### config.mk
export PLATFORM = sky130hd
export DESIGN_NAME = alu_arbiter
export DESIGN_NICKNAME = d
export VERILOG_FILES = /design/src/rtl/alu_arbiter.sv
export SDC_FILE = /design/constraint.sdc
export NUM_CORES = 1
export LEC_CHECK = 0
export CAP_MARGIN = 5
export CORE_MARGIN = 5
export CORE_UTILIZATION = 38
export CTS_BUF_LIST = sky130_fd_sc_hd__clkbuf_4 sky130_fd_sc_hd__clkbuf_8 sky130_fd_sc_hd__clkbuf_16
export DETAILED_ROUTE_END_ITERATION = 10
export PLACE_DENSITY = 0.81
export SLEW_MARGIN = 10
export SYNTH_ARGS = -nofsm -noshare
export SYNTH_HDL_FRONTEND = slang
export SYNTH_SLANG_ARGS = --single-unit
### constraint.sdc
create_clock -name clk -period 5.99 [get_ports clk]
set_input_delay 1.198 -clock clk [delete_from_list [all_inputs] [get_ports clk]]
set_output_delay 1.198 -clock clk [all_outputs]
set_load 0.02 [all_outputs]
### src/rtl/alu_arbiter.sv
// Round-robin arbiter sharing one registered ALU between the execute stage (port 0)
// and the microcode unit (port 1): issue for one cycle, capture the result, pulse done.
module alu_arbiter #(
    parameter int         W      = 16,
    parameter logic [7:0] OP_MAX = 8'h11
) (
    input  logic         clk,
    input  logic         rst,
    input  logic         r0_req,
    input  logic [W-1:0] r0_a,
    input  logic [W-1:0] r0_b,
    input  logic [7:0]   r0_op,
    input  logic         r0_cf,
    output logic         r0_ack,
    output logic         r0_done,
    output logic         r0_err,
    input  logic         r1_req,
    input  logic [W-1:0] r1_a,
    input  logic [W-1:0] r1_b,
    input  logic [7:0]   r1_op,
    input  logic         r1_cf,
    output logic         r1_ack,
    output logic         r1_done,
    output logic         r1_err,
    output logic [W-1:0] alu_a,
    output logic [W-1:0] alu_b,
    output logic [7:0]   alu_op,
    output logic         alu_cf,
    input  logic [W-1:0] alu_acc,
    input  logic [W-1:0] alu_c,
    input  logic         alu_cflag,
    input  logic         alu_zflag,
    input  logic         alu_oflag,
    output logic [W-1:0] rsp_acc,
    output logic [W-1:0] rsp_c,
    output logic         rsp_cf,
    output logic         rsp_zf,
    output logic         rsp_of,
    output logic         rsp_id,
    output logic         busy
);

    typedef enum logic [1:0] {IDLE, ISSUE, WAIT, CAPTURE} state_t;

    state_t     state, state_nx;
    logic       last_grant;
    logic       sel;
    logic [7:0] op_q;
    logic [1:0] done_q;

    logic       any_req;
    logic       grant_id;
    logic [7:0] grant_op;
    logic       illegal;
    logic       take;

    always_ff @(posedge clk or posedge rst) begin
        if (rst) state <= IDLE;
        else     state <= state_nx;
    end

    // NOTE: every signal gets a default before the case so no path leaves one unassigned (no latches).
    always_comb begin
        any_req  = r0_req | r1_req;
        grant_id = (r0_req && r1_req) ? ~last_grant : r1_req;
        grant_op = grant_id ? r1_op : r0_op;
        illegal  = (grant_op == 8'h00) || (grant_op > OP_MAX);
        // NOTE: accept is gated by rst so a held request is not acked while reset holds the block.
        take     = (state == IDLE) && any_req && !rst;

        state_nx = state;
        r0_ack   = take && !grant_id;
        r1_ack   = take && grant_id;
        r0_err   = r0_ack && illegal;
        r1_err   = r1_ack && illegal;
        alu_op   = 8'h00;
        busy     = (state != IDLE);

        case (state)
            IDLE:    if (take && !illegal) state_nx = ISSUE;
            ISSUE: begin
                alu_op   = op_q;
                state_nx = WAIT;
            end
            WAIT:    state_nx = CAPTURE;
            CAPTURE: state_nx = IDLE;
            default: state_nx = IDLE;
        endcase
    end

    // NOTE: sequential state uses non-blocking assignments only, so all registers update together.
    always_ff @(posedge clk or posedge rst) begin
        if (rst) begin
            last_grant <= 1'b1;
            sel        <= 1'b0;
            op_q       <= 8'h00;
            alu_a      <= '0;
            alu_b      <= '0;
            alu_cf     <= 1'b0;
            rsp_acc    <= '0;
            rsp_c      <= '0;
            rsp_cf     <= 1'b0;
            rsp_zf     <= 1'b0;
            rsp_of     <= 1'b0;
            rsp_id     <= 1'b0;
            done_q     <= 2'b00;
        end else begin
            done_q <= 2'b00;
            // Operands are latched even for an illegal op; op_q never reaches the ALU in that case.
            if (take) begin
                alu_a      <= grant_id ? r1_a : r0_a;
                alu_b      <= grant_id ? r1_b : r0_b;
                alu_cf     <= grant_id ? r1_cf : r0_cf;
                op_q       <= grant_op;
                last_grant <= grant_id;
                sel        <= grant_id;
            end
            if (state == CAPTURE) begin
                rsp_acc <= alu_acc;
                rsp_c   <= alu_c;
                rsp_cf  <= alu_cflag;
                rsp_zf  <= alu_zflag;
                rsp_of  <= alu_oflag;
                rsp_id  <= sel;
                done_q  <= sel ? 2'b10 : 2'b01;
            end
        end
    end

    assign r0_done = done_q[0];
    assign r1_done = done_q[1];

endmodule

[After elaboration in Yosys (flattened, before gate mapping)]
Cells that the tools add are included.
Storage, ports and cells
  flip-flop bits (word level): 83
  output and inout bits: 84
  word-level logic and storage cells: 46
Cells by class
  order comparisons: 1
  equal/unequal tests: 4
  muxes and demuxes: 10
  bitwise logic cells: 2
  reductions and logical operators: 15
Operators by type and width (number)
  16-bit two-way mux: 2
  8-bit two-way mux: 2
  8-bit by 5-bit greater-than comparator with 1-bit output (second input constant): 1
  1-bit logical AND: 8
  8-bit logical NOT: 1
  2-bit one-hot mux with 4 select lines: 1
  2-bit two-way mux: 3
  2-bit equality test (second input constant): 2
  1-bit logical NOT: 3
  2-bit by 1-bit equality test with 1-bit output (second input constant): 1
  2-bit logical NOT: 1
  1-bit two-way mux: 2
  2-bit by 1-bit inequality test with 1-bit output (second input constant): 1
  2-bit nonzero test: 1
  1-bit logical OR: 1
  1-bit inverter: 1
  1-bit bitwise OR: 1

[Longest topological paths before layout]
  depth after elaboration: 9
  mapped depth: 7
  mapped depth without buffers: 6

[Worst setup path before layout]
No wires, ideal clock.
  path type: input to output
  start: in rst
  end: out r0_ack
  arrival time: 4.347 ns
  data required time: 4.792 ns
  slack: 0.445 ns
  stages on the path: 4
  path through: inv_1 o211ai_2 nor2_1 clkbuf_1
Between the ends
  cells in the longest elaborated chain, start to end: 3
RTL lines
  start, declared: RTL line 8  | input logic rst,
  1-bit logical NOT (no line)
  1-bit logical AND: RTL line 69  | take = (state == IDLE) && any_req && !rst;
  1-bit logical AND: RTL line 72  | r0_ack = take && !grant_id;
  end, declared: RTL line 14  | output logic r0_ack,
No other way between the ends.

[Worst setup path in the final report]
  start: in r1_req
  end: out r0_err
Between the ends
  cells in the longest elaborated chain, start to end: 6
RTL lines
  start, declared: RTL line 17  | input logic r1_req,
  1-bit logical AND: RTL line 65  | grant_id = (r0_req && r1_req) ? ~last_grant : r1_req;
  1-bit two-way mux: RTL line 65
  8-bit two-way mux: RTL line 66  | grant_op = grant_id ? r1_op : r0_op;
  8-bit by 5-bit greater-than comparator with 1-bit output / 8-bit logical NOT (equally long branches): RTL line 67  | illegal = (grant_op == 8'h00) || (grant_op > OP_MAX);
  1-bit logical OR: RTL line 67
  1-bit logical AND (*): RTL line 74  | r0_err = r0_ack && illegal;
  end, declared: RTL line 16  | output logic r0_err,
Mark *: on every way between the ends. The rest lies on a longest branch, timed or not.

==> impl_metrics.ini <==
[outcome]
status = complete, no violations

[synthesis]
synthesis.nets = 426
synth_area_per_cell_sq_um = 11.8
synth_warnings = 0
ys_seq_area_share_pct = 58.9
yosysUniqueCellTypes = 26
synth.cell_area_sq_um = 3530
ys_ff_latch = 83
postSynthCellCount = 300

[placed_design]
place_area_sq_um = 5690
place_congestion = 0.791
placed_cells = 603
dpl.hpwl_um = 7860
portBuffers = 204
place_ws_ns = 1.06

[die]
die_height_um = 106
die_w_um = 106
fp-row-count = 35
num_io_pins = 205
initial_utilization_pct = 38.5
fp.dieArea_sq_um = 11300
coreArea_sq_um = 9150

[routing]
wl_per_cell_um = 16.9
viasPerCell = 4.94
drtIter0Drc = 101
num_vias = 3058
ant_nets = 0
remaining_drc_errors = 0
first_pass_iters = 4
drt-total-wl_um = 10500

[cells_and_area]
nFillCells = 733
final_nets = 629
final_cell_mix = clkdlybuf4s50_1, dfrtp_1, nand2_1
final_area_sq_um = 5920
mostFrequentLayoutCell = clkdlybuf4s50_1
regArea_sq_um = 2080
drive_gt1_share_pct = 12.8
syn2layout_area_growth_pct = 67.9
diodes = 0
utilization_pct = 64.7
finalNonFillerCells = 619
multiInputGateArea_sq_um = 1390

[setup_path]
worst-path-max-fanout = 11
cp.required_ns = 4.79
crit_path_cell_trace = clkdlybuf4s50_1 -> a21bo_1 -> or4_1 -> o41ai_2 -> nor2_1 -> nor3_1 -> clkdlybuf4s50_1
cpLargestDelayFamily = buffers and inverters
cp_slowest_stage_delay_ns = 0.64
crit_top_cell = clkdlybuf4s50_1
critPathCaptureType = output pin
crit_arrival_ns = 3.76
start_kind = input port
critical_path_class = input port to output pin
crit_slowest_cell = clkdlybuf4s50_1
cp.buffers_inverters = 2

[power_and_ir_drop]
clkPwrFrac_pct = 15.0
netSwitchingPower_mw = 1.10
power.density_nw_per_um2 = 506
p_comb_share_pct = 52.1
p_seq_share_pct = 32.9
p_leak_nw = 2.54
peakVddDrop_uv = 238
power.total_mw = 3.00
p_sw_share_pct = 36.6
p_int_mw = 1.90

[timing]
worst_slack_ns = 1.03
drv_slew = 0
fin_tns_setup_ns = 0
clock.fmax_mhz = 202
period_minus_slack_ns = 4.96
tightest_slew_ns = 1.04
grt_setup_unrepaired = false
clock_skew_ns = 0.0126
hold_viol_final = 0
whs_ns = 0.466
setup_viol = 0
relSlewSlack_pct = 30.8
period_share_pct = 82.8

[clock_network]
cts_tree = built
cts_buffers = 9
clockBufferDepth = 2
h-tree-depth = 3
cts_setup_buffers = 0
numClockSinks = 83
clk_latency_ns = 0.34
cts_hold_buf = 0
clk_pin_slew_ns = 0.08
cts_root_buf = clkbuf_8
cts.repair.resized = 0

[global_routing]
grt_pass1_vias = 3316
antenna_found_initial = 0
grt-ovfl-total = 0
grt_pass1_wl_um = 16400
grt_max_degree = 84
grtUsageTotal_pct = 18.5

[worst_hold_path]
hold_path_class = register to register

[run]
max_cap_viol_count = 0
-- kinds of logic (layout without fill, tap and decap cells) --
logic type / Yosys count / after routing / share of synthesized area, %
adders and majority gates: 5 / 5 / 1.77
buffers and inverters: 20 / 228 / 2.27
and+or+nand+nor: 96 / 96 / 11.6
muxes: 46 / 46 / 14.5
AOI/OAI and AO/OA: 50 / 50 / 10.9
DFF: 83 / 83 / 58.9
-- worst paths after layout --
check	from	endpoint	slack, ns	cells past startpoint
max	r1_req	r0_err	1.03	7
min	sel$_DFFE_PP0P_	done_q[0]$_DFF_PP0_	0.47	1
max reg2reg	state[0]$_DFFE_PP0P_	state[1]$_DFFE_PP0P_	3.88	6
min reg2reg	sel$_DFFE_PP0P_	done_q[0]$_DFF_PP0_	0.47	1
max in group asynchronous	rst	alu_a[8]$_DFFE_PP0P_	3.68	3
min in group asynchronous	rst	rsp_c[3]$_DFFE_PP0N_	1.65	3
-- sequential cells by signal, indices dropped and copies added (netlist names), 2 cells and up --
| signal | flops |
|---|---|
| op_q | 8 |
| state | 2 |
| alu_a | 16 |
| done_q | 2 |
| rsp_acc | 16 |
| rsp_c | 16 |
| alu_b | 16 |
-- cell usage after synthesis --
| cell type | n | share of area (%) |
|---|---|---|
| nor2b_1 | 2 | 0.35 |
| o31ai_4 | 1 | 0.60 |
| a21bo_1 | 1 | 0.28 |
| a22oi_1 | 33 | 7.0 |
| nand2_1 | 74 | 7.9 |
| mux2_2 | 36 | 11 |
| a21o_1 | 2 | 0.43 |
| nor3_2 | 1 | 0.28 |
| and2_1 | 9 | 1.6 |
| inv_1 | 4 | 0.43 |
| mux2i_1 | 9 | 2.6 |
| nor2_1 | 4 | 0.43 |
| or3_1 | 4 | 0.71 |
| a211oi_1 | 2 | 0.43 |
| o211ai_2 | 1 | 0.35 |
| dfrtp_1 | 82 | 58 |
| ha_1 | 5 | 1.8 |
| or4_1 | 1 | 0.21 |
| clkbuf_1 | 12 | 1.3 |
| nor3_1 | 1 | 0.14 |
| mux2_4 | 1 | 0.43 |
| dfstp_2 | 1 | 0.75 |
| buf_2 | 4 | 0.57 |
| o41ai_2 | 1 | 0.46 |
| a21boi_0 | 1 | 0.21 |
| o21ai_0 | 8 | 1.1 |
-- worst reg2reg max path, stage by stage, from the launching register on --
cell and delay [ns]:
dfrtp_1 0.41, inv_1 0.13, ha_1 0.32, o211ai_4 0.13
buf_4 0.33, o31ai_4 0.37, mux2_4 0.33
-- per-layer routing --
| metal | GRT usage (%) | wire length, um | up-vias | share of wire, % |
|---|---|---|---|---|
| li1 | - | - | 1442 | - |
| met1 | 19.8 | 3860 | 1489 | 37 |
| met2 | 34.1 | 5620 | 115 | 54 |
| met3 | 6.92 | 843 | 12 | 8.1 |
| met4 | 4.81 | 146 | 0 | 1.4 |
| met5 | 0 | 0 | - | 0 |
-- cell type report --
class | instances | area share (%)
multi-input combinational | 197 | 23.4
sequential | 83 | 35.1
clock buffer | 10 | 2.33
tap | 111 | 2.35
timing repair buffer | 208 | 35.0
inverter | 4 | 0.275
clock inverter | 6 | 1.50
-- power groups by stage --
| stage | Clock, mW | Sequential, mW | Combinational (mW) |
|---|---|---|---|
| floorplan | 0 | 1.28 | 0.532 |
| global placement | 0 | 0.984 | 1.55 |
| detailed placement | 0 | 1.00 | 1.58 |
| CTS | 0.461 | 0.990 | 1.59 |
| global route | 0.488 | 1.02 | 1.67 |
| finish | 0.450 | 0.987 | 1.56 |
Note: power is estimated with default switching activity, not from simulation.
